[src/rtl/data_memory_pkg.sv]
// Shared types and helpers for the parametrised data memory: FSM states,
// the init fill pattern and elaboration-time parameter checks.
package data_memory_pkg;

  typedef enum logic [0:0] {
    ST_INIT,
    ST_READY
  } state_t;

  // Entry i of the init pattern, masked to data_w bits (data_w <= 64).
  function automatic logic [63:0] init_value(input int unsigned i,
                                             input int unsigned depth,
                                             input int unsigned data_w);
    logic [63:0] v;
    logic [63:0] mask;
    if (i < depth / 2) v = 64'(i);
    else               v = -64'(i - depth / 2);
    mask = (data_w >= 64) ? '1 : ((64'd1 << data_w) - 64'd1);
    return v & mask;
  endfunction

  function automatic bit depth_fits(input int unsigned depth,
                                    input int unsigned addr_w);
    return (addr_w >= 32) || (64'(depth) <= (64'd1 << addr_w));
  endfunction

endpackage

[src/rtl/memory_init_sequencer.sv]
// Owns the INIT/READY state, the fill pointer and busy; emits one pattern
// write per cycle while initialising.
module memory_init_sequencer
  import data_memory_pkg::*;
#(
  parameter int unsigned DATA_W = 8,
  parameter int unsigned DEPTH  = 32,
  parameter int unsigned PTR_W  = $clog2(DEPTH)
) (
  input  logic              clock,
  input  logic              clear,
  output logic              busy,
  output logic              init_we,
  output logic [PTR_W-1:0]  init_addr,
  output logic [DATA_W-1:0] init_data
);

  state_t           state;
  logic [PTR_W-1:0] ptr;

  always_ff @(posedge clock) begin
    if (clear) begin
      state <= ST_INIT;
      ptr   <= '0;
      busy  <= 1'b1;
    end else if (state == ST_INIT) begin
      ptr <= ptr + 1'b1;
      if (ptr == PTR_W'(DEPTH - 1)) begin
        state <= ST_READY;
        busy  <= 1'b0;
      end
    end
  end

  // No pattern writes on a clear edge: the clear itself leaves memory as is.
  always_comb begin
    init_we   = (state == ST_INIT) && !clear;
    init_addr = ptr;
    init_data = DATA_W'(init_value(32'(ptr), DEPTH, DATA_W));
  end

endmodule

[src/rtl/data_memory_param.sv]
// Parametrised single-port data memory with registered reads, a valid
// strobe, out-of-range flagging and a sequential pattern-init engine.
module data_memory_param
  import data_memory_pkg::*;
#(
  parameter int unsigned DATA_W = 8,
  parameter int unsigned DEPTH  = 32,
  parameter int unsigned ADDR_W = 8
) (
  input  logic              clock,
  input  logic              clear,
  input  logic              signal_memread,
  input  logic              signal_memwrite,
  input  logic [ADDR_W-1:0] address,
  input  logic [DATA_W-1:0] data_to_write,
  output logic [DATA_W-1:0] data_out,
  output logic              data_valid,
  output logic              busy,
  output logic              addr_error
);

  localparam int unsigned PTR_W = $clog2(DEPTH);

  if (DEPTH % 2 != 0 || DEPTH < 2) begin : g_bad_depth
    $error("data_memory_param: DEPTH must be even and >= 2");
  end
  if (!depth_fits(DEPTH, ADDR_W)) begin : g_bad_addr
    $error("data_memory_param: DEPTH exceeds 2**ADDR_W");
  end
  if (DATA_W < 2 || DATA_W > 64) begin : g_bad_width
    $error("data_memory_param: DATA_W must be in 2..64");
  end

  logic [DATA_W-1:0] mem [DEPTH];

  logic              init_we;
  logic [PTR_W-1:0]  init_addr;
  logic [DATA_W-1:0] init_data;

  memory_init_sequencer #(
    .DATA_W (DATA_W),
    .DEPTH  (DEPTH),
    .PTR_W  (PTR_W)
  ) u_seq (
    .clock     (clock),
    .clear     (clear),
    .busy      (busy),
    .init_we   (init_we),
    .init_addr (init_addr),
    .init_data (init_data)
  );

  logic             accept;
  logic             in_range;
  logic [PTR_W-1:0] idx;

  // Extra compare bit so DEPTH == 2**ADDR_W does not wrap to zero.
  always_comb begin
    accept   = !busy && !clear;
    in_range = {1'b0, address} < (ADDR_W + 1)'(DEPTH);
    idx      = address[PTR_W-1:0];
  end

  always_ff @(posedge clock) begin
    if (init_we)
      mem[init_addr] <= init_data;
    else if (accept && signal_memwrite && in_range)
      mem[idx] <= data_to_write;
  end

  always_ff @(posedge clock) begin
    if (clear) begin
      data_out   <= '0;
      data_valid <= 1'b0;
      addr_error <= 1'b0;
    end else begin
      data_valid <= accept && signal_memread;
      addr_error <= accept && (signal_memread || signal_memwrite) && !in_range;
      if (accept && signal_memread)
        data_out <= in_range ? mem[idx] : '0;
    end
  end

endmodule

[config.mk]
export PLATFORM = sky130hd
export DESIGN_NAME = data_memory_param
export DESIGN_NICKNAME = d
export VERILOG_FILES = /design/src/rtl/data_memory_pkg.sv /design/src/rtl/memory_init_sequencer.sv /design/src/rtl/data_memory_param.sv
export SDC_FILE = /design/constraint.sdc
export NUM_CORES = 1
export LEC_CHECK = 0
export BUFFER_PORTS_ARGS = -buffer_cell sky130_fd_sc_hd__buf_4
export CORE_MARGIN = 4
export CORE_UTILIZATION = 45
export CTS_CLUSTER_DIAMETER = 60
export DETAILED_ROUTE_END_ITERATION = 12
export GPL_ROUTABILITY_DRIVEN = 0
export PLACE_DENSITY = 0.71
export REMOVE_ABC_BUFFERS = 1
export SLEW_MARGIN = 0
export SYNTH_ARGS = -nofsm -noshare
export SYNTH_HDL_FRONTEND = slang
export SYNTH_HIERARCHICAL = 1
export SYNTH_SLANG_ARGS = --single-unit
[constraint.sdc]
create_clock -name clock -period 2.9 [get_ports clock]
set_input_delay 0.58 -clock clock [delete_from_list [all_inputs] [get_ports clock]]
set_output_delay 0.58 -clock clock [all_outputs]
set_load 0.02 [all_outputs]
==> results of run 1 <==
-- routing by layer --
layer  global-route usage [%]  share of wire, %
met3                    2.310               6.1
met1                    24.41                42
met5                        0                 0
met2                    29.85                50
met4                    4.975               2.7
-- worst paths after layout --
path             startpoint         end  slack (ps)  cells after the start
max              u_seq/busy  mem[11][1]         350                      4
min          signal_memread  addr_error         400                      3
max reg2reg      u_seq/busy  mem[11][1]         350                      4
min reg2reg      u_seq/busy  addr_error         580                      1
-- stage by stage --
| stage | utilization, % | hold WS [ps] |
|---|---|---|
| after floorplan | - | 550.9 |
| after global placement | 48.96 | 536.5 |
| after detailed placement | 48.96 | 562.3 |
| after CTS | 52.44 | 376.6 |
| after global routing | 52.44 | 395.5 |
| final | 52.44 | 396.0 |
-- layout make-up --
class / count / area share, %
inverters: 10 / 0.2909
well taps: 324 / 3.142
clock buffers: 39 / 5.741
clock inverters: 9 / 0.8922
multi-input cells: 322 / 23.93
repair buffers: 60 / 3.782
flip-flops and latches: 273 / 62.22
-- power breakdown --
group | internal [mW] | total, mW | switching [mW]
clock | 2.02 | 3.38 | 1.36
sequential | 4.31 | 4.33 | 0.0174
combinational | 0.174 | 0.429 | 0.254
total | 6.51 | 8.14 | 1.63
-- cell families (layout without fill, tap and decap cells) --
| logic type | after synthesis | count (layout) | share of synthesized area (%) |
|---|---|---|---|
| muxes | 122 | 122 | 15.55 |
| adders and majority gates | 3 | 3 | 0.3292 |
| AOI/OAI and AO/OA | 67 | 67 | 4.762 |
| xor gates and xnor gates | 5 | 5 | 0.3841 |
| buffers and inverters | 45 | 118 | 2.524 |
| DFF | 273 | 273 | 70.40 |
| and+or+nand+nor | 125 | 125 | 6.057 |
-- state kept, by name, indices dropped and copies added, names as in the netlist --
register and cells:
data_valid 1, u_seq/state 1, u_seq/busy 1, u_seq/init_addr 5, addr_error 1, data_out 8, mem 256
-- worst reg2reg max path: stages, from the launching register on --
cell	delay [ps]
dfxtp_1	360
or3b_2	550
nor2_1	190
a31oi_2	280
nor2_1	790
-- cells in the mapped netlist, types with 4 or more instances --
library cell	count	area share, %
a21oi_1	10	0.44
a221oi_1	5	0.38
a22oi_1	17	1.1
and2_1	6	0.33
buf_2	10	0.44
buf_4	4	0.26
buf_6	7	0.69
clkbuf_1	9	0.30
dfxtp_1	17	3.0
edfxtp_1	256	67
inv_1	10	0.33
mux2_2	17	1.7
mux2i_1	62	5.4
mux4_1	4	0.92
mux4_2	36	7.1
nand2_1	13	0.43
nand3_1	6	0.26
nand3b_1	6	0.39
nor2_1	54	1.8
nor3b_1	9	0.59
o21ai_0	6	0.26
o22ai_1	5	0.27
==> qor.txt, run 1 <==
Layout fillers -> 1916
yosys warns -> 6
number of buffers created by CTS -> 26
Post-synth ARST share -> 0%
final net count -> 716
Final Setup Violations -> 0
Die Ht -> 167.2 um
global route total overflow -> 0
clk_skew -> 17.28 ps
total power per unit cell area -> 631.0 nW/um^2
synthesized area per cell -> 17.82 sq um
CP Class -> reg2reg
Top FF cell, synth -> edfxtp_1
TritonCTS Sinks -> 273
latest clock arrival within the worst-skew pair -> 530 ps
total power -> 8.141 mW
Placed Cells -> 989
pre-CTS setup slack -> 33.43 ps
Core Region -> 24600 sq um
drt pass-1 iters -> 5
CP bufs+invs -> 0
Fin Setup TNS -> 0 ps
Critical Path, Cell by Cell -> or3b_2, nor2_1, a31oi_2, nor2_1
Hold Path Class -> in2reg
Seq cells post-synth -> 273
cts repair resizes -> 0
number of antenna diodes -> 0
Port Buf Inserts -> 30
Post-Syn Area -> 11400 sq um
sequential cell area -> 8028 sq um
die width -> 167.2 um
Distinct cells, synth -> 56
Max FO, Critical Path -> 8
unrepaired setup endpoints after global routing -> false
post-detail-place hpwl -> 16280 um
Cell Area, Placed -> 12050 sq um
# IOs -> 31
vias in the first global route -> 6218
final cell area excluding filler cells -> 12900 sq um
Clock Tree Buf Depth -> 3
TritonCTS clock tree -> built
final non-filler cell total -> 1037
first-pass GRT wire length -> 38070 um
FMAX -> 0.3927 GHz
DR iter-0 viols -> 698
maxcap violations -> 0
Post-Syn Instances -> 640
hold-fix buffers at CTS -> 0
post-route minimum period -> 2547 ps
clock-pin slew on the worst setup and hold paths -> 60 ps
fin worst setup slack -> 353.2 ps
root buffer cell -> clkbuf_16
Detailed Route WL -> 24980 um
most common cell after layout, fill and taps aside -> edfxtp_1
status -> complete, no violations
part of the cycle the worst path needs -> 87.82%
delay-heaviest family, CP -> simple AND/OR/NAND/NOR gates
gr usage total -> 17.68%
largest net degree at the start of global routing -> 33
Critical Path Source Type -> register
drt wl/cell -> 24.09 um
DRC viols -> 0
CP max-delay cell -> nor2_1
post-route ant nets -> 0
Critical Path RT -> 3040 ps
Critical Path End Type -> register
Post-CTS Setup Bufs -> 0
worst slew pin tran -> 899.6 ps
Max IR drop VDD -> 0.5181 mV
critical path arrival -> 2690 ps
sequential share of the synthesized area -> 70.40%
die area -> 27950 sq um
vias -> 6048
vias per inst -> 5.832
most frequent cells in the layout -> edfxtp_1, mux2i_1, buf_4
H-Tree Depth -> 1
most used cell, CP -> nor2_1
layout cells sized above 1 -> 23.00%
multi-input logic area -> 3088 sq um
Relative slew margins -> 38.47%
Slew Limit Fails -> 0
final hold viol count -> 0
initial antenna violation count -> 0
slowest stage delay, CP -> 790 ps
P&R area growth vs syn -> 13.14%
Leakage -> 4.322 nW
row cnt -> 57
Post-synth EDFFs -> 256
Initial Util -> 46.35%
(Power assumes the default switching activity.)
==> inputs of run 2 (changes only) <==
- clock period: 2.9 -> 3.1 ns (I/O delays scaled with it)
==> qor.txt, run 2 (synthesized netlist as in run 1, its figures left out) <==
status -> complete, no violations
clock-pin slew on the worst setup and hold paths -> 60 ps
vias in the first global route -> 6099
drt pass-1 iters -> 5
Post-CTS Setup Bufs -> 0
met2 usage -> 29.98%
vias -> 6015
Core Region -> 24600 sq um
Hold Path Class -> in2reg
hold-fix buffers at CTS -> 0
TritonCTS clock tree -> built
final cell area excluding filler cells -> 12890 sq um
most frequent cells in the layout -> edfxtp_1, mux2i_1, buf_4
FMAX -> 0.3538 GHz
DRC viols -> 0
Largest register FFs -> 256
die area -> 27950 sq um
Max FO, Critical Path -> 8
Critical Path RT -> 3250 ps
Critical Path End Type -> register
post-route minimum period -> 2827 ps
Comb power frac -> 5.1%
Clk network pwr share -> 42.5%
Slew Limit Fails -> 0
post-route ant nets -> 0
DR iter-0 viols -> 574
Largest Register -> mem
number of buffers created by CTS -> 27
final hold viol count -> 0
Initial Util -> 46.35%
unrepaired setup endpoints after global routing -> false
Max IR drop VDD -> 0.4886 mV
# IOs -> 31
latest clock arrival within the worst-skew pair -> 520 ps
layout cells sized above 1 -> 22.96%
sequential share of power -> 52.4%
Critical Path Source Type -> register
Sw Pwr -> 1.555 mW
CP Class -> reg2reg
met1 Usage GRT -> 23.93%
critical path arrival -> 2970 ps
global route total overflow -> 0
final net count -> 713
Relative slew margins -> 28.95%
Port Buf Inserts -> 30
Die Ht -> 167.2 um
Clock Tree Buf Depth -> 3
maxcap violations -> 0
hold_ws -> 406.4 ps
Cell Area, Placed -> 11990 sq um
H-Tree Depth -> 1
initial antenna violation count -> 0
largest net degree at the start of global routing -> 33
cts repair resizes -> 0
part of the cycle the worst path needs -> 91.19%
Final Setup Violations -> 0
worst slew pin tran -> 1066 ps
clk_skew -> 10.71 ps
root buffer cell -> clkbuf_16
GR peak layer -> met2
row cnt -> 57
first-pass GRT wire length -> 37520 um
post-detail-place hpwl -> 16170 um
grt met3 use -> 2.192%
Detailed Route WL -> 24760 um
internal power -> 6.175 mW
die width -> 167.2 um
most common cell after layout, fill and taps aside -> edfxtp_1
TritonCTS Sinks -> 273
total power per unit cell area -> 599.9 nW/um^2
P&R area growth vs syn -> 13.00%
drt wl/cell -> 23.92 um
Leakage -> 4.316 nW
gr usage total -> 17.44%
switching share of power -> 20.12%
vias per inst -> 5.812
run 2: cell types whose count changed in the layout (fill, tap and decap cells not counted):
cell,before,now
buf_4,57,55
clkinv_2,2,3
buf_12,3,1
bufinv_16,3,4
clkinv_4,0,1
clkbuf_1,10,8
diode_2,0,1
run 2: power by group through the flow:
| stage | Sequential [mW] | Combinational (mW) | Clock (mW) |
|---|---|---|---|
| 2_1_floorplan | 4.12 | 0.209 | 0 |
| 3_3_place_gp | 4.13 | 0.385 | 0 |
| 3_5_place_dp | 4.13 | 0.392 | 0 |
| 4_1_cts | 4.05 | 0.393 | 3.32 |
| 5_1_grt | 4.05 | 0.420 | 3.48 |
| 6_report | 4.05 | 0.392 | 3.29 |
run 2: area by class of cell:
class / count / area, sq um
Clock inverter: 12 / 158.9
Multi-Input combinational cell: 322 / 3088
Clock buffer: 37 / 733.2
Timing Repair Buffer: 56 / 432.9
Antenna cell: 1 / 2.502
Sequential cell: 273 / 8028
Inverter: 10 / 37.54
Tap cell: 324 / 405.4
Fill cell: 1922 / 11720
run 2: worst paths after layout:
kind	start	to	slack, ps	cells past startpoint
setup / recovery	u_seq/busy	mem[8][5]	270	4
hold / removal	signal_memread	addr_error	410	3
setup reg to reg	u_seq/busy	mem[8][5]	270	4
hold reg to reg	u_seq/busy	addr_error	520	1
run 2: worst max-delay path: stages (launching register included):
cell	delay [ps]
dfxtp_1	340
or3b_2	530
nor3_4	580
mux2i_1	290
nor2_1	700
run 2: layer usage:
metal / share of wire [%] / wire length [um]
met1: 41 / 10160
met4: 2.5 / 630
met3: 5.2 / 1292
met2: 51 / 12680
met5: 0 / 0
run 2: per-stage QoR:
stage | TNS (ps) | std cells | util [%] | setup slack (ps) | power [mW]
after floorplan | 0 | 605 | - | 278.4 | 4.331
after global placement | 0 | 985 | 48.74 | 13.04 | 4.513
after detailed placement | -511.9 | 985 | 48.74 | -63.62 | 4.522
after CTS | 0 | 1034 | 52.36 | 326.1 | 7.761
after global routing | 0 | 1034 | 52.36 | 97.01 | 7.956
final | 0 | 1035 | 52.37 | 273.2 | 7.730
==> inputs of run 3 (changes only) <==
- CORE_UTILIZATION: 45 -> 60
- PLACE_DENSITY: 0.71 -> 0.87
==> qor.txt, run 3 (synthesized netlist as in run 1, its figures left out) <==
status -> complete, no violations
hold-fix buffers at CTS -> 0
Port Buf Inserts -> 30
Max FO, Critical Path -> 9
unrepaired setup endpoints after global routing -> false
met1 Usage GRT -> 31.27%
root buffer cell -> clkbuf_16
gr usage total -> 23.17%
met2 usage -> 38.31%
most frequent cells in the layout -> edfxtp_1, mux2i_1, buf_4
drt wl/cell -> 26.08 um
number of antenna diodes -> 0
vias in the first global route -> 6325
number of buffers created by CTS -> 27
hold path cells -> 3
Critical Path RT -> 3260 ps
largest net degree at the start of global routing -> 33
grt met3 use -> 4.329%
Slew Limit Fails -> 0
final net count -> 717
FMAX -> 0.3871 GHz
layout cells sized above 1 -> 23.64%
Leakage -> 4.311 nW
post-detail-place hpwl -> 15800 um
Reg2Reg Depth -> 5
die area -> 21280 sq um
Fin Setup TNS -> 0 ps
row cnt -> 50
clock-pin slew on the worst setup and hold paths -> 60 ps
total power per unit cell area -> 586.7 nW/um^2
Max IR drop VDD -> 0.5860 mV
final hold viol count -> 0
TritonCTS Sinks -> 273
hold_ws -> 378.8 ps
drt pass-1 iters -> 8
die width -> 145.9 um
post-route minimum period -> 2583 ps
H-Tree Depth -> 1
Largest Register -> mem
DR iter-0 viols -> 717
Clock Tree Buf Depth -> 3
Critical Path Source Type -> register
Hold Crit Start -> signal_memread
Reg-to-Reg Start -> u_seq/busy
Layout Utilization -> 68.15%
Hold Path Class -> in2reg
clk_skew -> 17.49 ps
vias per inst -> 6.540
CP Launch Point -> u_seq/busy
most common cell after layout, fill and taps aside -> edfxtp_1
Initial Util -> 60.96%
Relative slew margins -> 43.01%
Die Ht -> 145.9 um
worst slew pin tran -> 851.7 ps
post-route ant nets -> 0
Largest register FFs -> 256
GR peak layer -> met2
cts repair resizes -> 0
DRC viols -> 0
P&R area growth vs syn -> 11.80%
vias -> 6206
# IOs -> 31
first-pass GRT wire length -> 37730 um
CP Class -> reg2reg
Layout fillers -> 1132
global route total overflow -> 0
TritonCTS clock tree -> built
critical path arrival -> 2740 ps
latest clock arrival within the worst-skew pair -> 530 ps
Detailed Route WL -> 24750 um
maxcap violations -> 0
Core Region -> 18710 sq um
part of the cycle the worst path needs -> 83.33%
initial antenna violation count -> 0
Final Setup Violations -> 0
Post-CTS Setup Bufs -> 0
Critical Path End Type -> register
-- run 3: power by group --
group / switching, mW / internal, mW
Clock: 1.34 / 1.69
Combinational: 0.239 / 0.163
Sequential: 0.0158 / 4.03
-- run 3: area by class of cell --
class	instances	area, sq um	share of cell area (%)
inverter	10	37.54	0.2944
timing repair buffer	60	475.5	3.730
multi-input combinational	322	3088	24.22
sequential	273	8028	62.97
tap	234	292.8	2.297
clock inverter	21	143.9	1.129
clock buffer	29	683.2	5.359
-- run 3: worst max-delay path, cell delays in order (launching register included) --
cell	delay (ps)
dfxtp_1	340
or3b_2	540
nor3_4	230
buf_4	250
mux2i_1	160
nor2_1	680
-- run 3: final timing paths --
path,end,slack (ps)
hold reg to reg,addr_error,520
setup / recovery,mem[21][5],520
hold / removal,addr_error,380
setup reg to reg,mem[21][5],520
-- run 3: routing by layer --
layer  vias up  routed length (um)
met1      3131                9497
li1       2672                   -
met3        83                2024
met4         0                1056
met5         -                   0
met2       320               12170
-- run 3: through the flow --
step	cell area [sq um]	instances	total power [mW]	setup WS, ps
finish	12750	949	7.479	516.7
global route	12750	949	7.692	438.2
CTS	12750	949	7.501	528.4
detailed placement	11920	899	4.524	180.1
global placement	11920	899	4.507	274.1
floorplan	11150	605	4.331	278.4
